$ cat config.mk
export PLATFORM = sky130hd
export DESIGN_NAME = discharge_pulse_timer
export DESIGN_NICKNAME = d
export VERILOG_FILES = /design/src/rtl/discharge_pulse_timer.sv
export SDC_FILE = /design/constraint.sdc
export NUM_CORES = 1
export LEC_CHECK = 0
export ABC_AREA = 0
export BUFFER_PORTS_ARGS = -buffer_cell sky130_fd_sc_hd__clkbuf_2
export CAP_MARGIN = 5
export CORE_MARGIN = 8
export CORE_UTILIZATION = 53
export DETAILED_ROUTE_END_ITERATION = 8
export PLACE_DENSITY = 0.87
export SYNTH_ARGS = -nofsm -noshare
export SYNTH_HDL_FRONTEND = slang
export SYNTH_SLANG_ARGS = --single-unit
$ cat constraint.sdc
create_clock -name clk -period 2.6 [get_ports clk]
set_input_delay 0.13 -clock clk [delete_from_list [all_inputs] [get_ports clk]]
set_output_delay 0.13 -clock clk [all_outputs]
set_load 0.01 [all_outputs]
$ cat src/rtl/discharge_pulse_timer.sv
// ---------------------------------------------------------------------------
// discharge_pulse_timer
//   Per-pulse discharge timebase for the EDM buck stage. Each pulse runs
//   through a discharge phase (TON, ton_l cycles) followed by a deionisation
//   phase (TOFF, toff_l+1 cycles). timer_buck_interleave is read directly by
//   the current-setpoint stage: 0 = not discharging, 1..ton_l = elapsed
//   discharge cycles.
//
//   Optional feature macro: BREAKDOWN_DETECT_EN
//     defined   -> each pulse first waits in WAIT_BD for the synchronised gap
//                  breakdown; after WAIT_MAX cycles without breakdown the
//                  pulse is abandoned (open_circuit strobe, straight to TOFF).
//     undefined -> pulses start directly in TON, breakdown is ignored and
//                  open_circuit is held at 0.
//
// Ports
//   clk, rst_n             clock, asynchronous active-low reset
//   enable                 level, 1 = machining allowed; 0 aborts to IDLE
//   Ton_timer, Toff_timer  discharge / off lengths, latched at pulse start
//   breakdown              asynchronous gap-breakdown comparator
//   clr_count              synchronous clear of pulse_count
//   timer_buck_interleave  elapsed discharge count, 0 outside TON
//   is_discharging         1 while in TON
//   pulse_done             1-cycle strobe on TON->TOFF
//   open_circuit           1-cycle strobe on breakdown-wait timeout
//   pulse_count            completed pulses, saturating
//   state                  IDLE=0, WAIT_BD=1, TON=2, TOFF=3
// ---------------------------------------------------------------------------
module discharge_pulse_timer #(
  parameter int CNT_W    = 32,
  parameter int WAIT_MAX = 5000
) (
  input  logic             clk,
  input  logic             rst_n,
  input  logic             enable,
  input  logic [CNT_W-1:0] Ton_timer,
  input  logic [CNT_W-1:0] Toff_timer,
  input  logic             breakdown,
  input  logic             clr_count,
  output logic [CNT_W-1:0] timer_buck_interleave,
  output logic             is_discharging,
  output logic             pulse_done,
  output logic             open_circuit,
  output logic [CNT_W-1:0] pulse_count,
  output logic [1:0]       state
);

  typedef enum logic [1:0] {
    S_IDLE    = 2'd0,
    S_WAIT_BD = 2'd1,
    S_TON     = 2'd2,
    S_TOFF    = 2'd3
  } state_t;

  localparam logic [CNT_W-1:0] ZERO = {CNT_W{1'b0}};
  localparam logic [CNT_W-1:0] ONE  = {{(CNT_W-1){1'b0}}, 1'b1};
  localparam logic [CNT_W-1:0] ALL1 = {CNT_W{1'b1}};

  state_t           state_r, state_nxt_s;
  logic [CNT_W-1:0] timer_r, timer_nxt_s;
  logic [CNT_W-1:0] ton_l_r, ton_l_nxt_s;
  logic [CNT_W-1:0] toff_l_r, toff_l_nxt_s;
  logic [CNT_W-1:0] toff_cnt_r, toff_cnt_nxt_s;
  logic [CNT_W-1:0] pulse_count_r;
  logic             pulse_done_r, pulse_done_nxt_s;
  logic             open_circuit_r, open_circuit_nxt_s;
  logic             is_discharging_r;
  logic             start_s;

`ifdef BREAKDOWN_DETECT_EN
  localparam int WAIT_W = $clog2(WAIT_MAX + 1);
  // The wait times out in the WAIT_MAX-th cycle spent in WAIT_BD.
  localparam logic [WAIT_W-1:0] WAIT_LAST = WAIT_W'(WAIT_MAX - 1);

  logic              bd_meta_r, bd_sync_r;
  logic [WAIT_W-1:0] wait_cnt_r, wait_cnt_nxt_s;

  // Two-flop synchroniser for the asynchronous breakdown comparator.
  always_ff @(posedge clk or negedge rst_n) begin
    if (!rst_n) begin
      bd_meta_r <= 1'b0;
      bd_sync_r <= 1'b0;
    end else begin
      bd_meta_r <= breakdown;
      bd_sync_r <= bd_meta_r;
    end
  end

  // Breakdown wait counter.
  always_ff @(posedge clk or negedge rst_n) begin
    if (!rst_n) begin
      wait_cnt_r <= {WAIT_W{1'b0}};
    end else begin
      wait_cnt_r <= wait_cnt_nxt_s;
    end
  end
`else
  // Breakdown input and wait limit have no function in this build.
  logic unused_breakdown_s;
  localparam int unused_wait_max = WAIT_MAX;
  assign unused_breakdown_s = breakdown;
`endif

  // Next-state, timer and strobe logic. enable=0 overrides everything.
  always_comb begin
    state_nxt_s        = state_r;
    timer_nxt_s        = timer_r;
    ton_l_nxt_s        = ton_l_r;
    toff_l_nxt_s       = toff_l_r;
    toff_cnt_nxt_s     = toff_cnt_r;
    pulse_done_nxt_s   = 1'b0;
    open_circuit_nxt_s = 1'b0;
    start_s            = 1'b0;
`ifdef BREAKDOWN_DETECT_EN
    wait_cnt_nxt_s     = wait_cnt_r;
`endif

    if (!enable) begin
      state_nxt_s    = S_IDLE;
      timer_nxt_s    = ZERO;
      toff_cnt_nxt_s = ZERO;
    end else begin
      case (state_r)
        S_IDLE: begin
          if (Ton_timer != ZERO) begin
            start_s = 1'b1;
          end else begin
            state_nxt_s = S_IDLE;
          end
        end
        S_WAIT_BD: begin
`ifdef BREAKDOWN_DETECT_EN
          if (bd_sync_r) begin
            state_nxt_s = S_TON;
            timer_nxt_s = ONE;
          end else if (wait_cnt_r >= WAIT_LAST) begin
            state_nxt_s        = S_TOFF;
            toff_cnt_nxt_s     = ZERO;
            open_circuit_nxt_s = 1'b1;
          end else begin
            wait_cnt_nxt_s = wait_cnt_r + {{(WAIT_W-1){1'b0}}, 1'b1};
          end
`else
          state_nxt_s = S_IDLE;
`endif
        end
        S_TON: begin
          // ">=" keeps the timer bounded even if ton_l were ever below it.
          if (timer_r >= ton_l_r) begin
            state_nxt_s      = S_TOFF;
            timer_nxt_s      = ZERO;
            toff_cnt_nxt_s   = ZERO;
            pulse_done_nxt_s = 1'b1;
          end else begin
            timer_nxt_s = timer_r + ONE;
          end
        end
        S_TOFF: begin
          // TOFF starts at toff_cnt=0 and ends at toff_l: toff_l+1 cycles.
          if (toff_cnt_r >= toff_l_r) begin
            toff_cnt_nxt_s = ZERO;
            if (Ton_timer != ZERO) begin
              start_s = 1'b1;
            end else begin
              state_nxt_s = S_IDLE;
            end
          end else begin
            toff_cnt_nxt_s = toff_cnt_r + ONE;
          end
        end
        default: begin
          state_nxt_s = S_IDLE;
          timer_nxt_s = ZERO;
        end
      endcase
    end

    // Pulse start: latch lengths so mid-pulse input changes wait a pulse.
    if (start_s) begin
      ton_l_nxt_s  = Ton_timer;
      toff_l_nxt_s = Toff_timer;
`ifdef BREAKDOWN_DETECT_EN
      state_nxt_s    = S_WAIT_BD;
      timer_nxt_s    = ZERO;
      wait_cnt_nxt_s = {WAIT_W{1'b0}};
`else
      state_nxt_s    = S_TON;
      timer_nxt_s    = ONE;
`endif
    end else begin
      ton_l_nxt_s  = ton_l_nxt_s;
      toff_l_nxt_s = toff_l_nxt_s;
    end
  end

  // State, timer, latched lengths and output strobes.
  always_ff @(posedge clk or negedge rst_n) begin
    if (!rst_n) begin
      state_r          <= S_IDLE;
      timer_r          <= ZERO;
      ton_l_r          <= ZERO;
      toff_l_r         <= ZERO;
      toff_cnt_r       <= ZERO;
      pulse_done_r     <= 1'b0;
      open_circuit_r   <= 1'b0;
      is_discharging_r <= 1'b0;
    end else begin
      state_r          <= state_nxt_s;
      timer_r          <= timer_nxt_s;
      ton_l_r          <= ton_l_nxt_s;
      toff_l_r         <= toff_l_nxt_s;
      toff_cnt_r       <= toff_cnt_nxt_s;
      pulse_done_r     <= pulse_done_nxt_s;
      open_circuit_r   <= open_circuit_nxt_s;
      is_discharging_r <= (state_nxt_s == S_TON);
    end
  end

  // Saturating pulse counter, updated together with the pulse_done strobe.
  always_ff @(posedge clk or negedge rst_n) begin
    if (!rst_n) begin
      pulse_count_r <= ZERO;
    end else if (clr_count) begin
      pulse_count_r <= ZERO;
    end else if (pulse_done_nxt_s && (pulse_count_r != ALL1)) begin
      pulse_count_r <= pulse_count_r + ONE;
    end else begin
      pulse_count_r <= pulse_count_r;
    end
  end

  assign state                 = state_r;
  assign timer_buck_interleave = timer_r;
  assign is_discharging        = is_discharging_r;
  assign pulse_done            = pulse_done_r;
  assign open_circuit          = open_circuit_r;
  assign pulse_count           = pulse_count_r;

endmodule

* After elaboration in Yosys (flattened, before gate mapping)
Index checks and enable logic that the tools add are counted.
Widths: inputs -> output; s select.
** Word-level totals
- Bits in registers :: 164
- Latch bits :: 0
- RAM bits :: 0
- ROM bits :: 0
- Input bits :: 69
- Output and inout bits :: 69
- Logic and storage cells :: 49
- Memories :: 0
** Cells by class
- $add $sub $neg :: 3
- $mul :: 0
- Divide/modulo/power cells :: 0
- $lt $le $gt $ge :: 2
- Equal/unequal tests :: 8
- Shift-type cells :: 0
- Muxes and demuxes :: 23
- Bitwise logic cells :: 0
- Reduce and logical (&&, ||, !) cells :: 5
** Operator list (number)
- $mux 32 :: 9
- $add 32x1->32 const B :: 3
- $ge 32x32->1 :: 2
- $pmux 32 s2 :: 1
- $ne 32x32->1 const B :: 1
- $reduce_bool 32->1 :: 1
- $mux 2 :: 5
- $pmux 2 s4 :: 1
- $eq 2x2->1 const B :: 3
- $mux 1 :: 6
- $ne 3x1->1 const B :: 2
- $ne 3x3->1 const B :: 1
- $eq 2x1->1 const B :: 1
- $logic_not 2->1 :: 1
- $pmux 1 s2 :: 1
- $reduce_and 2->1 :: 1
- $reduce_bool 2->1 :: 1
- $logic_and 1x1->1 :: 1

* Logic depth before layout (Yosys ltp)
- Depth after elaboration :: 7
- Depth in mapped cells :: 13
- Gate-level depth less buffers :: 10

* Worst setup path before layout
No wires, ideal clock.
- Path type :: reg2reg
- Start :: register timer_r[30] (netlist: timer_buck_interleave[30])
- End :: register toff_cnt_r[18]
- Setup time :: 0.077 ns
- Arrival time :: 2.762 ns
- Data required time :: 2.523 ns
- Slack :: -0.240 ns
- Stages on the path, launching flop included :: 11
- Buffers on the path :: 1
- Clock period less this slack :: 2.840 ns
- Cell sequence :: dfrtp_1 > ha_1 > nand4_2 > nor4_2 > inv_2 > nor3_4 > a211oi_2 > or4_1 > clkbuf_1 > or3_1 > a21oi_1
** On the way
- Word-level cells in the longest chain between the ends :: 3
** Ends and longest elaborated chain
- start, declared :: line 60 : logic [CNT_W-1:0] timer_r, timer_nxt_s;
- start signal, assigned :: line 209 : timer_r <= timer_nxt_s;
- $ge 32x32->1 :: line 149 : if (timer_r >= ton_l_r) begin
- $ne 3x3->1 (no line)
- $reduce_and 2->1 (no line)
- end signal, assigned :: line 212 : toff_cnt_r <= toff_cnt_nxt_s;
- end, declared :: line 63 : logic [CNT_W-1:0] toff_cnt_r, toff_cnt_nxt_s;
Every way passes these cells.
A chain may end at the register's enable or synchronous reset.

* Worst setup path after layout
- Start :: register toff_l_r[9]
- End :: register toff_l_r[29]
** On the way
- Word-level cells in the longest chain between the ends :: 4
** Ends and longest elaborated chain
- start, declared :: line 62 : logic [CNT_W-1:0] toff_l_r, toff_l_nxt_s;
- start signal, assigned :: line 211 : toff_l_r <= toff_l_nxt_s;
- $ge 32x32->1 :: line 160 : if (toff_cnt_r >= toff_l_r) begin
- $mux 1 :: line 160
- $pmux 1 s2 :: line 123 : case (state_r)
- $mux 1 :: line 118 : if (!enable) begin
Every way passes these cells.

==> impl_metrics.ini <==
[status]
status = finished, violations left
violations = negative setup slack

[sta]
setup_ws_ns = -0.484
fmax_mhz = 324
min_period_ns = 3.08
skew_ns = 0.0166
worstMarginPinSlew_ns = 0.940
finalHoldViolCount = 0
finalSetupViolCount = 163
slew_headroom_pct = 37.4
report.final.slew_viol_count = 0
period_share_pct = 119
rsz0062_at_grt = yes

[power_and_ir_drop]
vdd_ir_drop_max_mv = 0.677
p_total_uw = 10200
power_density_mw_per_mm2 = 713
p_leak_uw = 0.00637

[global_route]
grt_remaining_overflow = 0
antenna_found_initial = 1
grt_pass1_wl_mm = 48.6
grt_pass1_vias = 9966
grt_max_degree = 73
groute.usage.overall_pct = 26.5

[floorplan]
die-width_um = 151
dieHeight_um = 151
io_pins = 138
core-area_mm2 = 0.0178
initial_core_util_pct = 53.8
dieArea_mm2 = 0.0227
fp-row-count = 49

[cts]
cts_tree = yes
cts_buffer_depth = 2
root_buffer = clkbuf_16
path_clk_slew_ns = 0.07
cts_buffers = 17
htree_num_levels = 4
clock_latency_ns = 0.46
clock-sinks = 164

[route]
avgRoutedWirePerCell_um = 24.0
drt_iter0_drc = 1304
drtAntennaViolNets = 0
routed_wl_mm = 38.6
via_per_inst = 6.55
dr.pass1.iters = 9
vias = 10500
route.detailed.drc = 0

[logic_synthesis]
ys_async_sr_fraction_pct = 100
syn-cell-area_mm2 = 0.00959
syn_nets = 1163
synth_edf_count = 0
synth_compound_area_share_pct = 11.4
avgSynthCellArea_um2 = 9.38
synthMuxAreaShare_pct = 8.07
synth_xor_area_share_pct = 2.37
synthSimpleGateAreaFrac_pct = 21.1
synth_seq_cells = 164
yosysWarnings = 0
ys_types = 55
synth_top_flop_cell = dfrtp_1
synth_top_family_by_area = simple AND/OR/NAND/NOR gates
ys_seq_area_share_pct = 42.8
synthAdderAreaFrac_pct = 9.26
syn_inst = 1023

[finish]
syn2layout_area_growth_pct = 49.4
drive_gt1_share_pct = 40.3
fin_cells = 1607
mostFrequentLayoutCell = dfrtp_1
layout_common_cells = 161 x dfrtp_1, 134 x clkbuf_2, 104 x buf_4
layout.nets = 1504

[worst_setup_path]
worst_ep_required_time_ns = 2.93
worstSetupPathType = register to register
max_stage_delay_ns = 0.44
crit_chain = inv_1, ha_1, a21oi_1, o21ai_1, a2111oi_2, o21ai_2, a31o_4, a21oi_4, nor2_4, buf_12, buf_12, clkbuf_16, mux2_2
cp_common_cell = buf_12
critPathCaptureType = register
path_max_fanout = 8
crit_slowest_cell = a2111oi_2
startpoint_type = register
cp.arrival_ns = 3.41

[placed_design]
io_buffer_count = 135
pre_cts_slack_ns = -0.375
gp_congestion = 0.871
dp_cells = 1461
hpwl_mm = 18.9

[job]
maxCapViolCount = 0

[min_path]
min_path_type = primary input to register
==> area by class of cell <==
class                   instances  area, um^2
well taps                     229         287
fillers                       889        3510
clock buffers                  18         439
clock inverters                14         128
diodes                          1        2.50
multi-input cells             734        6040
flip-flops and latches        164        4110
inverters                      87         327
repair buffers                360        3000
==> critical path, delay by kind of cell, from the launching register on <==
| family | cells | cell delay, ns |
|---|---|---|
| mux | 1 | 0.26 |
| fa+ha+maj | 1 | 0.35 |
| compound gates | 6 | 1.42 |
| flops | 1 | 0.35 |
| simple gates | 1 | 0.08 |
| buf+inv | 4 | 0.50 |
==> stage by stage <==
stage                     hold WS [ns]  utilization (%)  TNS, ns  cell area, um^2
after detailed placement         0.202             63.9   -36.65            11400
after global placement           0.198             63.9   -20.71            11400
after floorplan                 -0.166                -   -0.334             9650
after CTS                       0.0591             73.8   -12.00            13200
after global routing            0.0855             80.3   -80.94            14300
final                           0.0913             80.3   -52.41            14300
==> where the power goes <==
part	total [uW]	switching [uW]	internal [uW]	leakage, uW
clock network	2500	1160	1350	0.000269
logic	4240	2190	2040	0.00396
registers	3470	366	3100	0.00214
==> path summary, 6_finish.rpt <==
path	depth (start not counted)	slack [ns]	startpoint	end
min in group asynchronous	2	0.28	rst_n	pulse_count[24]$_DFFE_PN0P_
min	2	0.09	enable	timer_buck_interleave[0]$_DFFE_PN0P_
max reg2reg	13	-0.48	toff_l_r[9]$_DFFE_PN0N_	toff_l_r[29]$_DFFE_PN0N_
max in group asynchronous	3	1.47	rst_n	toff_l_r[3]$_DFFE_PN0N_
max	13	-0.48	toff_l_r[9]$_DFFE_PN0N_	toff_l_r[29]$_DFFE_PN0N_
min reg2reg	1	0.51	toff_l_r[1]$_DFFE_PN0N_	toff_l_r[1]$_DFFE_PN0N_
==> repair_timing <==
item | CTS | global route
endpoints found under the hold margin | 133 | 0
buffers inserted | 14 | 28
pin swaps | 18 | 84
hold buffers | 65 | 0
gates resized for setup | 58 | 198
cloned | 5 | 7
endpoints found under the setup margin | 156 | 157
==> cells in the mapped netlist (all sizes together) (3+ instances only) <==
cell type	count	area (um^2)
and3	18	113
dfrtp	164	4100
and2	13	81.3
nor2	62	233
a211oi	5	42.5
clkbuf	31	116
nand3b	24	180
ha	71	888
a21o	3	22.5
a31o	3	26.3
nor3	14	81.3
nor2b	9	56.3
o21ai	63	315
xor2	9	78.8
nand2b	5	31.3
a21oi	89	445
or4	10	75.1
nand4b	5	43.8
o31ai	8	60.1
mux2	67	754
nand3	37	185
nand4	28	181
nor4	26	175
nand2	88	330
and4	12	105
xnor2	17	149
buf	7	37.5
or3	17	106
inv	86	323
==> sequential cells by signal, indices dropped and copies added, names as in the netlist <==
name and cells:
pulse_count 32, pulse_done 1, toff_cnt_r 32, is_discharging 1
toff_l_r 32, state 2, ton_l_r 32, timer_buck_interleave 32
==> logic make-up (layout without fill, tap and decap cells) <==
group / Yosys count / after routing
simple gates: 374 / 374
other cells: 1 / 2
fa+ha+maj: 71 / 71
mux: 69 / 69
xor+xnor: 26 / 26
buf+inv: 125 / 479
compound gates: 193 / 193
flops: 164 / 164
==> per-layer routing <==
metal  GRT usage [%]  vias up  wire length, um
li1                -     4327                -
met1            31.5     5036            13700
met2            43.8      875            18300
met3            6.25      284             3950
met4            14.5        2             2680
met5               0        -               11
(Power assumes the default switching activity.)
